--- config.mk ---
export PLATFORM = sky130hd
export DESIGN_NAME = weight_db_reader
export DESIGN_NICKNAME = d
export VERILOG_FILES = /design/src/rtl/weight_db_reader.sv
export SDC_FILE = /design/constraint.sdc
export NUM_CORES = 1
export LEC_CHECK = 0
export CORE_MARGIN = 2
export CORE_UTILIZATION = 46
export DETAILED_ROUTE_END_ITERATION = 7
export GPL_TIMING_DRIVEN = 0
export HOLD_SLACK_MARGIN = 0.12
export PLACE_DENSITY = 0.83
export SLEW_MARGIN = 10
export SYNTH_ARGS = -nofsm -noshare
export SYNTH_HDL_FRONTEND = slang
export SYNTH_SLANG_ARGS = --single-unit
--- constraint.sdc ---
create_clock -name clk -period 4.5 [get_ports clk]
set_input_delay 0.9 -clock clk [delete_from_list [all_inputs] [get_ports clk]]
set_output_delay 0.9 -clock clk [all_outputs]
set_load 0.02 [all_outputs]
--- src/rtl/weight_db_reader.sv ---
// Read-side controller for the weight double buffer: swaps banks with the writer,
// then streams each tile (optionally replayed) through a 2-entry output FIFO.
module weight_db_reader #(
    parameter int DATA_WIDTH      = 64,
    parameter int BANK_ADDR_WIDTH = 10,
    parameter int BANK_DEPTH      = 288
) (
    input  logic                       clk,
    input  logic                       rst,
    input  logic                       wr_tile_done,
    output logic                       wr_bank_free,
    input  logic [7:0]                 reuse_cnt,
    output logic                       switch_banks,
    output logic                       ren,
    output logic [BANK_ADDR_WIDTH-1:0] radr,
    input  logic [DATA_WIDTH-1:0]      rdata,
    output logic [DATA_WIDTH-1:0]      out_data,
    output logic                       out_valid,
    input  logic                       out_ready,
    output logic                       busy,
    output logic                       overflow
);

    typedef enum logic [1:0] {IDLE, SWITCH, READ, DRAIN} state_t;

    localparam logic [BANK_ADDR_WIDTH-1:0] LAST_ADR = BANK_ADDR_WIDTH'(BANK_DEPTH - 1);

    state_t                state;
    state_t                next_state;
    logic                  wr_full;
    logic                  tile_pending;
    logic                  rd_valid;
    logic                  done_issue;
    logic [7:0]            passes;
    logic [7:0]            pass_cnt;
    logic [DATA_WIDTH-1:0] fifo_mem [2];
    logic                  wr_ptr;
    logic                  rd_ptr;
    logic [1:0]            count;
    logic [1:0]            count_next;
    logic                  from_fifo;
    logic                  pop;
    logic                  store;

    // A pulse arriving this cycle counts as pending so an idle reader switches next cycle.
    assign tile_pending = wr_full || wr_tile_done;
    assign wr_bank_free = !wr_full;
    assign busy         = (state != IDLE) || out_valid;

    always_ff @(posedge clk) begin
        if (rst) begin
            state <= IDLE;
        end else begin
            state <= next_state;
        end
    end

    always_comb begin
        next_state = state;
        case (state)
            IDLE:   if (tile_pending) next_state = SWITCH;
            SWITCH: next_state = READ;
            READ: begin
                // done_issue is only seen in READ in the cycle the final read returns
                if (done_issue) begin
                    if (tile_pending)           next_state = SWITCH;
                    else if (count_next != 2'd0) next_state = DRAIN;
                    else                        next_state = IDLE;
                end
            end
            DRAIN: begin
                if (tile_pending)            next_state = SWITCH;
                else if (count_next == 2'd0) next_state = IDLE;
            end
            default: next_state = IDLE;
        endcase
    end

    always_comb begin
        switch_banks = (state == SWITCH);
        ren          = (state == READ) && !done_issue &&
                       (({1'b0, count} + {2'b00, rd_valid}) < 3'd2);
    end

    // Clear-then-set ordering lets a pulse in the switch cycle re-arm without overflow.
    always_ff @(posedge clk) begin
        if (rst) begin
            wr_full  <= 1'b0;
            overflow <= 1'b0;
        end else begin
            if (state == SWITCH) wr_full <= 1'b0;
            if (wr_tile_done) begin
                if (wr_full && (state != SWITCH)) overflow <= 1'b1;
                else                              wr_full  <= 1'b1;
            end
        end
    end

    always_ff @(posedge clk) begin
        if (rst) begin
            radr       <= '0;
            pass_cnt   <= 8'd0;
            passes     <= 8'd1;
            done_issue <= 1'b0;
            rd_valid   <= 1'b0;
        end else begin
            rd_valid <= ren;
            if (state == SWITCH) begin
                radr       <= '0;
                pass_cnt   <= 8'd0;
                done_issue <= 1'b0;
                passes     <= (reuse_cnt == 8'd0) ? 8'd1 : reuse_cnt;
            end else if (ren) begin
                if (radr == LAST_ADR) begin
                    radr <= '0;
                    if (pass_cnt == passes - 8'd1) done_issue <= 1'b1;
                    else                           pass_cnt   <= pass_cnt + 8'd1;
                end else begin
                    radr <= radr + BANK_ADDR_WIDTH'(1);
                end
            end
        end
    end

    // Returning data bypasses an empty FIFO so it is visible in its return cycle.
    always_comb begin
        from_fifo = (count != 2'd0);
        out_valid = from_fifo || rd_valid;
        if (from_fifo)     out_data = fifo_mem[rd_ptr];
        else if (rd_valid) out_data = rdata;
        else               out_data = '0;
        pop        = out_valid && out_ready;
        store      = rd_valid && (from_fifo || !pop);
        count_next = count + {1'b0, store} - {1'b0, pop && from_fifo};
    end

    always_ff @(posedge clk) begin
        if (rst) begin
            count  <= 2'd0;
            wr_ptr <= 1'b0;
            rd_ptr <= 1'b0;
        end else begin
            count <= count_next;
            if (store)             wr_ptr <= !wr_ptr;
            if (pop && from_fifo)  rd_ptr <= !rd_ptr;
        end
    end

    always_ff @(posedge clk) begin
        if (store) fifo_mem[wr_ptr] <= rdata;
    end

endmodule

# Yosys cells after proc, flatten, opt, wreduce, memory -nomap -nowiden
# Memories as Yosys holds them, arrays and structs flattened. A register that Yosys moved wholly into a read port is not among the register bits.
# Cells that the tools add are included.
dict set report op_classes {
  addsub 6
  n_lt_le_gt_ge 1
  n_eq_ne 9
  n_mux 18
  bitwise 1
  reduce_logical 26
}
# operator n
set op_table {}
lappend op_table {{2-to-1 mux 64 bit} 2}
lappend op_table {{2-to-1 mux 2 bit} 6}
lappend op_table {{adder 10 x 1 -> 10 bit (second input constant)} 1}
lappend op_table {{== test 10 x 9 -> 1 bit (second input constant)} 1}
lappend op_table {{2-to-1 mux 10 bit} 1}
lappend op_table {{AND reduction 3 bit} 3}
lappend op_table {{adder 8 x 1 -> 8 bit (second input constant)} 1}
lappend op_table {{== test 8 bit} 1}
lappend op_table {{logical NOT 8 bit} 1}
lappend op_table {{2-to-1 mux 8 bit} 1}
lappend op_table {{one-hot mux 2 bit (4 select lines)} 1}
lappend op_table {{subtractor 8 x 1 -> 8 bit (second input constant)} 1}
lappend op_table {{2-to-1 mux 1 bit} 7}
lappend op_table {{logical AND 1 bit} 6}
lappend op_table {{nonzero test 2 bit} 3}
lappend op_table {{logical NOT 1 bit} 5}
lappend op_table {{== test 2 bit (second input constant)} 2}
lappend op_table {{logical NOT 2 bit} 2}
lappend op_table {{logical OR 1 bit} 4}
lappend op_table {{!= test 2 bit (second input constant)} 2}
lappend op_table {{adder 2 x 1 -> 3 bit} 1}
lappend op_table {{less-than comparator 3 x 2 -> 1 bit (second input constant)} 1}
lappend op_table {{!= test 3 bit (second input constant)} 1}
lappend op_table {{adder 2 x 1 -> 2 bit} 1}
lappend op_table {{6 further kinds} 6}
dict set report totals {
  regBits 36
  ramBits 128
  in_bits 76
  elab_cells 73
  mem_count 1
}
# name words width read_ports rd_ports_with_merged_regs write_ports line
set mem_list {}
lappend mem_list {fifo_mem 2 64 1 1 1 36} ;# logic [DATA_WIDTH-1:0] fifo_mem [2];

# Depth between registers and ports, before layout
# Gate-level depths: netlist of the first run.
dict set report logic_depth {
  word_depth 13
  ltp_mapped 13
}

# Least setup slack after synthesis of the first run
# OpenSTA, ideal clock, no wires.
dict set report synth_path {
  kind {input to register}
  start {input out_ready}
  end {memory fifo_mem[0][0], enable pin}
  setup_ps 486
  arrival_ps 3738
  path_slack_ps 276
  cell_stages 3
  path_cell_list {nand2_1 nand2_1 nor2_1}
}
dict set report synth_via {
  elab_chain_cells 6
}
# element line
set synth_rtl {}
lappend synth_rtl {{from (decl)} 19} ;# input logic out_ready,
lappend synth_rtl {{logical AND 1 bit} 132} ;# pop = out_valid && out_ready;
lappend synth_rtl {{logical NOT 1 bit} 133} ;# store = rd_valid && (from_fifo || !pop);
lappend synth_rtl {{logical OR 1 bit} 133}
lappend synth_rtl {{logical AND 1 bit} 133}
lappend synth_rtl {{2-to-1 mux 1 bit} 150} ;# if (store) fifo_mem[wr_ptr] <= rdata;
lappend synth_rtl {{2-to-1 mux 1 bit (not written as such)} 150}
lappend synth_rtl {{to (decl)} 36}
# No other way between the ends.

# Worst setup path in the final report of the first run
dict set report layout_path {
  start {register count[1]}
  end {output out_data[60]}
}
dict set report layout_via {
  elab_chain_cells 2
}
# element line
set layout_rtl {}
lappend layout_rtl {{from (decl)} 39} ;# logic [1:0] count;
lappend layout_rtl {{from (signal assigned)} 143} ;# count <= count_next;
lappend layout_rtl {{nonzero test 2 bit} 127} ;# from_fifo = (count != 2'd0);
lappend layout_rtl {{2-to-1 mux 64 bit} 129} ;# if (from_fifo) out_data = fifo_mem[rd_ptr];
lappend layout_rtl {{to (decl)} 17} ;# output logic [DATA_WIDTH-1:0] out_data,
# No other way between the ends.

==> results.ini, run 1 <==
[cells_and_area]
area_growth_pct = 34.2
multiInputGateArea_um2 = 2340
drive_gt1_share_pct = 6.47
num_antenna_cells = 0
seq_area_um2 = 4580
design_area_um2 = 9510
layout.nets = 825
utilization_pct = 62.8
fillers = 1089

[timing]
tightest_slew_ps = 781
finalCriticalPeriod_ps = 4080
layout_setup_ws_ps = 420
final.period_utilization_pct = 90.7
skew_ps = 10.0
rsz0062_at_grt = false
setup_viol = 0
maxSlewHeadroom_pct = 47.9
slew_viol_final = 0
timing_hold_violations_final = 0
fin_tns_setup_ps = 0
fmax_mhz = 245

[global_route]
grt_pass1_vias = 5303
grt_pass1_wl_mm = 26.5
grt_overflow_total = 0
grtUsageTotal_pct = 20.6
grt_max_degree = 46
antenna_found_initial = 0

[setup_path]
crit_path_start_kind = flip-flop
critPathMaxFanout = 10
critPathMaxStageDelay_ps = 640
path_cells = nor2_1, clkbuf_2, clkbuf_1, clkbuf_1, nand3_1, o21ai_0, clkdlybuf4s50_1
endpoint_kind = primary output
critPathRequiredTime_ps = 3600
crit_slowest_cell = clkdlybuf4s50_1
crit_type = flip-flop to primary output
arrival_ps = 3180
cp_common_cell = clkbuf_1

[logic_synthesis]
synth_area_um2 = 7090
async_flop_share_pct = 0
ys_ff_latch = 165
yosys_warnings = 0
ys_types = 45
synth.net_count = 648
postSynthCellCount = 567
syn_area_per_cell_um2 = 12.5
yosysSeqAreaShare_pct = 64.7
synthFlopType = edfxtp_1
synth_edf_count = 128

[pwr]
p_leak_nw = 3.04
max-vdd-ir-drop_uv = 363
p_per_area_nw_per_um2 = 565

[floorplan]
rows = 45
die-area_um2 = 16400
core_region_area_um2 = 15100
die_h_um = 128
dieWidth_um = 128
start_util_pct = 46.8
io_pins = 156

[route]
via_per_inst = 5.53
ant_nets = 0
routed_wl_mm = 16.9
drc_errors = 0
wl_per_cell_um = 17.9
vias = 5226
drt-initial-drc-count = 423
drt-pass1-iter-count = 5

[clock_network]
htree_num_levels = 4
clock_latency_ps = 420
cts_root_buffer = clkbuf_16
cts_sinks = 165
cts_buffer_depth = 2
path_clk_slew_ps = 60
cts_tree = built
cts_buffers = 17

[placed_design]
hpwl_mm = 11.6
gp_routability_congestion = 0.791
port_buffers = 155
placed_area_um2 = 8960
place_ws_ps = 663

[outcome]
run_status = complete, no violations

[run]
max_cap_viol_count = 0

[worst_hold_path]
hold_class = flip-flop to flip-flop

==> where the power goes <==
group | internal [mW] | switching, mW | leakage, nW
Sequential | 1.74 | 0.0556 | 1.45
Combinational | 0.929 | 1.32 | 1.31
Clock | 0.779 | 0.553 | 0.273
Total | 3.44 | 1.93 | 3.04
==> per-layer routing <==
layer	routed length, um	track usage (%)
met5	0	0
met4	144	6.40
met3	1200	5.59
met2	8370	34.8
met1	7160	26.0
==> final cells by class <==
class,count,area share [%]
Buffer,34,1.45
Clock inverter,8,0.487
Clock buffer,24,5.29
Tap cell,188,2.47
Sequential cell,165,48.2
Multi-Input combinational cell,358,24.6
Timing Repair Buffer,158,17.1
Inverter,10,0.395
==> cells in the mapped netlist (3+ instances only) <==
master,instances,area (um2)
inv_1,9,33.8
dfxtp_1,37,741
xnor2_1,10,87.6
nand4_1,5,31.3
nor2b_1,5,31.3
and3_1,3,18.8
clkbuf_1,24,90.1
nor3_1,4,20.0
nor2_1,30,113
a21oi_2,5,43.8
o21ai_0,66,330
edfxtp_1,128,3840
o21ai_1,7,35.0
buf_1,8,30.0
or3_1,8,50.1
nand3_1,71,355
mux2i_1,65,651
nand2_1,21,78.8
ha_1,5,62.6
xor2_1,11,96.3
a21oi_1,15,75.1
==> stage by stage <==
stage | total power [mW] | std cells | hold WS, ps
2_1_floorplan | 3.07 | 567 | 448
3_3_place_gp | 4.02 | 910 | 459
3_5_place_dp | 4.07 | 913 | 464
4_1_cts | 5.42 | 945 | 478
5_1_grt | 5.64 | 945 | 484
6_report | 5.37 | 945 | 479
==> what timing repair did <==
action	in CTS	in global routing
resized for setup	0	2
setup buffers	0	0
setup endpoints to repair	0	7
hold buffers	0	0
==> logic make-up (layout without fill, tap and decap cells) <==
logic type,after synthesis,in the layout,synth area share (%)
flip-flops,165,165,64.7
AND/OR/NAND/NOR,161,161,11.4
AO/OA/AOI/OAI,106,106,8.79
multiplexers,65,65,9.18
buffers and inverters,44,234,2.45
XOR/XNOR,21,21,2.59
adder cells (fa/ha/maj),5,5,0.882
==> sequential cells by signal, indices dropped and copies added (netlist names), named ones only <==
register    cells
pass_cnt        8
count           2
done_issue      1
rd_valid        1
state           2
radr           10
rd_ptr          1
overflow        1
fifo_mem      128
wr_ptr          1
passes          8
wr_full         1
==> cells in the final DEF, fill, tap and decap left out, types with 3 or more instances in the layout <==
cell,n
a21oi_1,15
edfxtp_1,128
nor3_1,4
or3_1,8
o21ai_0,66
o21ai_1,7
inv_1,9
clkbuf_8,3
ha_1,5
clkbuf_1,26
nand3_1,71
clkbuf_16,18
xor2_1,11
clkdlybuf4s50_1,155
xnor2_1,10
clkinv_2,4
dfxtp_1,37
buf_1,8
nor2_1,29
nand2_1,21
nand4_1,5
mux2i_1,65
a21oi_2,5
nor2b_1,5
==> worst paths after layout <==
kind,startpoint,to,slack (ps),cells after the start
worst max register to register,count[1],state[0],1820,11
worst max-delay path,count[1],out_data[60],420,7
worst min-delay path,passes[7],passes[7],480,2
worst min register to register,passes[7],passes[7],480,2
==> worst max-delay path, delay by kind of cell (launching register included) <==
| kind | cells | cell delay (ps) |
|---|---|---|
| buffers and inverters | 4 | 1860 |
| AO/OA/AOI/OAI | 1 | 140 |
| AND/OR/NAND/NOR | 2 | 410 |
| flip-flops | 1 | 340 |
No activity file was read; power rests on OpenSTA's default activity.
==> inputs of run 2 (changes only) <==
--- a/config.mk
+++ b/config.mk
@@ -5,12 +5,13 @@
 export SDC_FILE = /design/constraint.sdc
 export NUM_CORES = 1
 export LEC_CHECK = 0
+export ABC_AREA = 1
 export CORE_MARGIN = 2
 export CORE_UTILIZATION = 46
 export DETAILED_ROUTE_END_ITERATION = 7
 export GPL_TIMING_DRIVEN = 0
 export HOLD_SLACK_MARGIN = 0.12
-export PLACE_DENSITY = 0.83
+export PLACE_DENSITY = 0.82
 export SLEW_MARGIN = 10
 export SYNTH_ARGS = -nofsm -noshare
 export SYNTH_HDL_FRONTEND = slang
==> run 2 against run 1 <==
- first-iteration DRC count up 12%
- non-clock buffer count rose by 3
- die area up 1.5%
- wire length grew 6.7%
- area after synthesis up 1.5%
- setup slack improved by 440 ps
- global-route usage increased by 1.1 points
- clock power rose by 14%
- critical endpoint is now out_data[39]
==> results.ini, run 2 <==
[outcome]
run_status = complete, no violations  ; unchanged

[cells_and_area]
design_area_um2 = 9720  ; was 9510 um2
fillers = 1206  ; was 1,089
num_antenna_cells = 0  ; unchanged
area_growth_pct = 35.0  ; was 34.2%
utilization_pct = 63.7  ; was 62.8%
drive_gt1_share_pct = 7.01  ; was 6.47%
mostFrequentLayoutCell = clkdlybuf4s50_1  ; unchanged
layout.nets = 967  ; was 825
most-common-layout-cells = 154 x clkdlybuf4s50_1, 138 x o21ai_0, 128 x edfxtp_1  ; was 155 x clkdlybuf4s50_1, 128 x edfxtp_1, 71 x nand3_1
stdcell_count = 1110  ; was 945
largest_reg_flops = 128  ; unchanged
reg_top3 = fifo_mem: 128 flops, radr: 10 flops  ; unchanged
regMostFlops = fifo_mem  ; unchanged

[pwr]
p_sw_mw = 2.10  ; was 1.93 mW
clock_power_share_pct = 26.6  ; was 24.8%
p_leak_nw = 3.30  ; was 3.04 nW
p_int_mw = 3.57  ; was 3.44 mW
switching_share_pct = 37.0  ; was 35.9%
combinationalPowerShare_pct = 41.5  ; was 41.9%
p_per_area_nw_per_um2 = 583  ; was 565 nW/um2
max-vdd-ir-drop_uv = 327  ; was 363 uV
p_total_mw = 5.67  ; was 5.37 mW
p_seq_share_pct = 31.9  ; was 33.3%

[placed_design]
dpl.cell_count = 1078  ; was 913
gp_routability_congestion = 0.858  ; was 0.791
placed_area_um2 = 9100  ; was 8960 um2
hpwl_mm = 12.3  ; was 11.6 mm
port_buffers = 154  ; was 155

[timing]
setup_viol = 0  ; unchanged
slew_viol_final = 0  ; unchanged
finalCriticalPeriod_ps = 3640  ; was 4080 ps
tightest_slew_ps = 651  ; was 781 ps
timing_hold_violations_final = 0  ; unchanged
fmax_mhz = 275  ; was 245 MHz
final.period_utilization_pct = 80.9  ; was 90.7%
maxSlewHeadroom_pct = 56.6  ; was 47.9%
skew_ps = 8.88  ; was 10.0 ps
rsz0062_at_grt = false  ; unchanged

[clock_network]
htree_num_levels = 4  ; unchanged
clock_latency_ps = 420  ; about the same
cts_sinks = 165  ; unchanged
holdBufCountCts = 0  ; unchanged
cts_root_buffer = clkbuf_16  ; unchanged
ctsResizeCount = 0  ; unchanged
cts_buffer_depth = 2  ; unchanged
cts_tree = built  ; unchanged
post_cts_buffers = 0  ; unchanged
cts_buffers = 17  ; unchanged
path_clk_slew_ps = 60  ; about the same

[logic_synthesis]
yosysMostFrequentCell = o21ai_0  ; was edfxtp_1
async_flop_share_pct = 0  ; unchanged
ys_ff_latch = 165  ; unchanged
synthFlopType = edfxtp_1  ; unchanged
yosysSeqAreaShare_pct = 63.7  ; was 64.7%
synth_top_cell_area_share_pct = 53.4  ; was 54.2%
syn_area_per_cell_um2 = 10.2  ; was 12.5 um2
synth_area_um2 = 7200  ; was 7090 um2
ys_types = 39  ; was 45
postSynthCellCount = 709  ; was 567
ys_top_cells_by_count = 138 x o21ai_0, 128 x edfxtp_1, 101 x nor2_1, 79 x nand3_1, 62 x nand2_1  ; was 128 x edfxtp_1, 71 x nand3_1, 66 x o21ai_0, 65 x mux2i_1, 37 x dfxtp_1
synth_edf_count = 128  ; unchanged
yosys-top-cells-area = edfxtp_1 53%, dfxtp_1 10%, o21ai_0 9.6%  ; was edfxtp_1 54%, dfxtp_1 10%, mux2i_1 9.2%
synth.net_count = 790  ; was 648
yosys_warnings = 0  ; unchanged
netlist.top_cell.by_area = edfxtp_1  ; unchanged

[route]
routed_wl_mm = 18.0  ; was 16.9 mm
vias = 5971  ; was 5,226
ant_nets = 0  ; unchanged
drt-initial-drc-count = 474  ; was 423
drc_errors = 0  ; unchanged
wl_per_cell_um = 16.2  ; was 17.9 um
drt-pass1-iter-count = 5  ; unchanged
via_per_inst = 5.38  ; was 5.53

[worst_hold_path]
min_path_cells = 1  ; was 2
hold_class = flip-flop to flip-flop  ; unchanged
hp-start = overflow  ; was passes[7]

[setup_path]
arrival_ps = 2740  ; was 3180 ps
r2r.worst_path.cells = 13  ; was 11
rr_startpoint = count[1]  ; unchanged
cp-startpoint = rd_valid  ; was count[1]
crit_path_start_kind = flip-flop  ; unchanged
critPathRequiredTime_ps = 3600  ; about the same
critPathMaxFanout = 10  ; unchanged
crit_type = flip-flop to primary output  ; unchanged
endpoint_kind = primary output  ; unchanged

[global_route]
grtUsageTotal_pct = 21.7  ; was 20.6%
grt_pass1_vias = 5537  ; was 5,303
grt_pass1_wl_mm = 27.8  ; was 26.5 mm
antenna_found_initial = 0  ; unchanged
grt_max_degree = 30  ; was 46
grt_overflow_total = 0  ; unchanged

[floorplan]
die-area_um2 = 16700  ; was 16,400 um2
rows = 45  ; unchanged
die_h_um = 129  ; was 128 um
start_util_pct = 47.2  ; was 46.8%
dieWidth_um = 129  ; was 128 um
io_pins = 156  ; unchanged
core_region_area_um2 = 15300  ; was 15,100 um2

[run]
max_cap_viol_count = 0  ; unchanged

==> run 2: through the flow <==
| stage | setup WS (ps) | hold WS, ps | setup TNS (ps) |
|---|---|---|---|
| 2_1_floorplan | 169 | 426 | 0 |
| 3_3_place_gp | -1770 | 437 | -219860 |
| 3_5_place_dp | 1260 | 450 | 0 |
| 4_1_cts | 847 | 462 | 0 |
| 5_1_grt | 687 | 476 | 0 |
| 6_report | 859 | 462 | 0 |
==> run 2: worst paths after layout <==
path,to,slack (ps)
worst min-delay path,overflow,460
worst max-delay path,out_data[39],860
worst min register to register,overflow,460
worst max register to register,state[0],2130
==> run 2: layer usage <==
metal  GRT usage (%)  vias to the layer above  routed length (um)
met3            5.04                       34                1390
met2            37.2                      241                8880
li1                -                     2858                   -
met1            27.2                     2838                7450
met5               0                        -                   0
met4            7.61                        0                 300
==> run 2: final cells by class <==
cell class	count	area, um2	share of cell area [%]
buffer	37	149	1.53
tap	211	264	2.72
sequential	165	4580	47.2
multi-input combinational	459	2300	23.7
timing repair buffer	158	1620	16.7
clock inverter	12	180	1.85
clock buffer	20	437	4.49
inverter	48	180	1.85
==> run 2: power groups by stage <==
stage                     registers, mW  logic [mW]  clock network [mW]
after floorplan                    1.84        1.30                   0
final                              1.81        2.35                1.51
after global routing               1.82        2.55                1.60
after detailed placement           1.84        2.33                   0
after CTS                          1.81        2.35                1.53
after global placement             1.84        2.27                   0
==> run 2: critical path: stages (launching register included) <==
cell             delay, ps
dfxtp_1                360
clkbuf_1               520
clkbuf_1               440
nand3_1                170
o21ai_0                160
clkdlybuf4s50_1        670
==> run 2: cells by family after synthesis <==
| group | Yosys count | share of synthesized area, % |
|---|---|---|
| xor gates and xnor gates | 11 | 1.34 |
| DFF | 165 | 63.7 |
| buffers and inverters | 85 | 4.57 |
| AOI/OAI and AO/OA | 171 | 12.4 |
| and+or+nand+nor | 272 | 17.1 |
| adders and majority gates | 5 | 0.869 |
==> inputs of run 3 (changes only) <==
--- a/config.mk
+++ b/config.mk
@@ -7,11 +7,11 @@
 export LEC_CHECK = 0
 export ABC_AREA = 1
 export CORE_MARGIN = 2
-export CORE_UTILIZATION = 46
+export CORE_UTILIZATION = 50
 export DETAILED_ROUTE_END_ITERATION = 7
 export GPL_TIMING_DRIVEN = 0
 export HOLD_SLACK_MARGIN = 0.12
-export PLACE_DENSITY = 0.82
+export PLACE_DENSITY = 0.85
 export SLEW_MARGIN = 10
 export SYNTH_ARGS = -nofsm -noshare
 export SYNTH_HDL_FRONTEND = slang
==> constraint.sdc (replaced) <==
create_clock -name clk -period 3.8 [get_ports clk]
set_input_delay 0.76 -clock clk [delete_from_list [all_inputs] [get_ports clk]]
set_output_delay 0.76 -clock clk [all_outputs]
set_load 0.02 [all_outputs]
==> run 3 against run 2 <==
- register-to-register slack worse by 770 ps
- sequential share of layout area is 0.18 points higher
- non-clock buffer count stayed put
- global-route usage is 2.0 points higher
- critical path depth stayed put
- critical path type unchanged
- first-iteration DRC count is 14% higher
==> results.ini, run 3 (synthesized netlist as in run 2, its figures left out) <==
[clock_network]
clock_latency_ps = 420  ; about the same
cts_tree = built  ; unchanged
cts_sinks = 165  ; unchanged
htree_num_levels = 4  ; unchanged
cts_buffer_depth = 2  ; unchanged
ctsResizeCount = 0  ; unchanged
path_clk_slew_ps = 60  ; about the same
cts_buffers = 17  ; unchanged
holdBufCountCts = 0  ; unchanged
cts_root_buffer = clkbuf_16  ; unchanged
post_cts_buffers = 0  ; unchanged

[timing]
final.period_utilization_pct = 92.1
timing_hold_violations_final = 0  ; unchanged
finalCriticalPeriod_ps = 3500
fin_tns_setup_ps = 0  ; unchanged
rsz0062_at_grt = false  ; unchanged
slew_viol_final = 0  ; unchanged
fmax_mhz = 286
setup_viol = 0  ; unchanged
layout_setup_ws_ps = 298  ; was 859 ps
maxSlewHeadroom_pct = 52.6  ; was 56.6%
tightest_slew_ps = 712  ; was 651 ps
skew_ps = 6.26  ; was 8.88 ps

[route]
drt-initial-drc-count = 540  ; was 474
met1_length_mm = 7.07  ; was 7.45 mm
ant_nets = 0  ; unchanged
topRoutingLayerUsed = met4  ; unchanged
routed_wl_mm = 17.7  ; was 18.0 mm
met2_length_mm = 8.98  ; was 8.88 mm
via_per_inst = 5.54  ; was 5.38
wl_per_cell_um = 16.4  ; was 16.2 um
vias = 5980  ; was 5,971
drt-pass1-iter-count = 4  ; was 5
drc_errors = 0  ; unchanged
wl_met3_mm = 1.18  ; was 1.39 mm

[setup_path]
cp_common_cell = clkbuf_1  ; unchanged
path_cells = clkbuf_1, clkbuf_1, nand3_1, o21ai_0, clkdlybuf4s50_1  ; unchanged
critPathBufInv = 3  ; unchanged
critPathMaxStageDelay_ps = 670  ; about the same
endpoint_kind = primary output  ; unchanged
crit_slowest_cell = clkdlybuf4s50_1  ; unchanged
arrival_ps = 2740  ; about the same
critPathMaxFanout = 10  ; unchanged
cp_top_family = buffers and inverters  ; unchanged
critPathRequiredTime_ps = 3040  ; was 3600 ps
crit_path_start_kind = flip-flop  ; unchanged
crit_type = flip-flop to primary output  ; unchanged

[worst_hold_path]
hold_class = flip-flop to flip-flop  ; unchanged

[placed_design]
placed_area_um2 = 9070  ; was 9100 um2
hpwl_mm = 12.2  ; was 12.3 mm
port_buffers = 154  ; unchanged
place_ws_ps = 764  ; was 1260 ps
gp_routability_congestion = 0.894  ; was 0.858

[outcome]
run_status = complete, no violations  ; unchanged

[floorplan]
rows = 43  ; was 45
io_pins = 156  ; unchanged
die-area_um2 = 15400  ; was 16,700 um2
die_h_um = 124  ; was 129 um
start_util_pct = 51.5  ; was 47.2%
dieWidth_um = 124  ; was 129 um
core_region_area_um2 = 14000  ; was 15,300 um2

[global_route]
grt_overflow_total = 0  ; unchanged
grtUsageTotal_pct = 23.7  ; was 21.7%
antenna_found_initial = 0  ; unchanged
grt_max_degree = 32  ; was 30
grt_pass1_vias = 5838  ; was 5,537
grt_pass1_wl_mm = 27.7  ; was 27.8 mm

[cells_and_area]
layout.nets = 967  ; unchanged
mostFrequentLayoutCell = clkdlybuf4s50_1  ; unchanged
drive_gt1_share_pct = 7.23  ; was 7.01%
reg_top3 = fifo_mem: 128 flops, radr: 10 flops  ; unchanged
area_growth_pct = 34.5  ; was 35.0%
largest_reg_flops = 128  ; unchanged
design_area_um2 = 9680  ; was 9720 um2
regMostFlops = fifo_mem  ; unchanged
most-common-layout-cells = 154 x clkdlybuf4s50_1, 138 x o21ai_0, 128 x edfxtp_1  ; unchanged
num_antenna_cells = 0  ; unchanged

[run]
max_cap_viol_count = 0  ; unchanged

[pwr]
max-vdd-ir-drop_uv = 340  ; was 327 uV
p_total_mw = 6.63  ; was 5.67 mW
p_per_area_nw_per_um2 = 685  ; was 583 nW/um2
p_leak_nw = 3.30  ; about the same

## run 3: changes by cell type in the layout (fill, tap and decap cells not counted), sizes merged
cell	previous run	this run
clkbuf	49	46
clkinv	8	7
bufinv	4	3
inv	47	50
clkinvlp	1	3
## run 3: worst register-to-register path, delay by kind of cell (launching register included)
kind	cells	cell delay, ps
flip-flops	1	330
buffers and inverters	2	260
XOR/XNOR	2	360
adder cells (fa/ha/maj)	2	400
AND/OR/NAND/NOR	5	760
AO/OA/AOI/OAI	2	210
## run 3: final cells by class
cell class              instances  area (um2)
multi-input cells             459        2300
fillers                      1011        4310
plain buffers                  37         149
clock buffers                  17         425
well taps                     180         225
repair buffers                158        1640
flip-flops and latches        165        4580
clock inverters                15         178
inverters                      48         180
## run 3: where the power goes
group | switching (mW) | leakage [nW] | internal, mW | total, mW
Combinational | 1.71 | 1.56 | 1.06 | 2.76
Sequential | 0.0685 | 1.45 | 2.07 | 2.14
Clock | 0.689 | 0.285 | 1.04 | 1.72
## run 3: metrics by stage
stage / hold slack [ps] / util, % / std cells
after floorplan: 426 / - / 709
after global routing: 487 / 69.2 / 1079
final: 470 / 69.2 / 1079
after global placement: 438 / 64.1 / 1043
after detailed placement: 439 / 64.9 / 1047
after CTS: 459 / 69.2 / 1079
## run 3: final timing paths
path | start | slack (ps) | end | cells after the start
min | rd_ptr | 470 | rd_ptr | 1
max reg2reg | count[1] | 1360 | state[0] | 13
max | rd_valid | 300 | out_data[35] | 5
min reg2reg | rd_ptr | 470 | rd_ptr | 1
## run 3: per-layer routing
metal	global-route usage, %	vias up
li1	-	2862
met1	28.1	2862
met2	41.5	215
met3	5.22	41
met4	10.2	0
met5	0	-
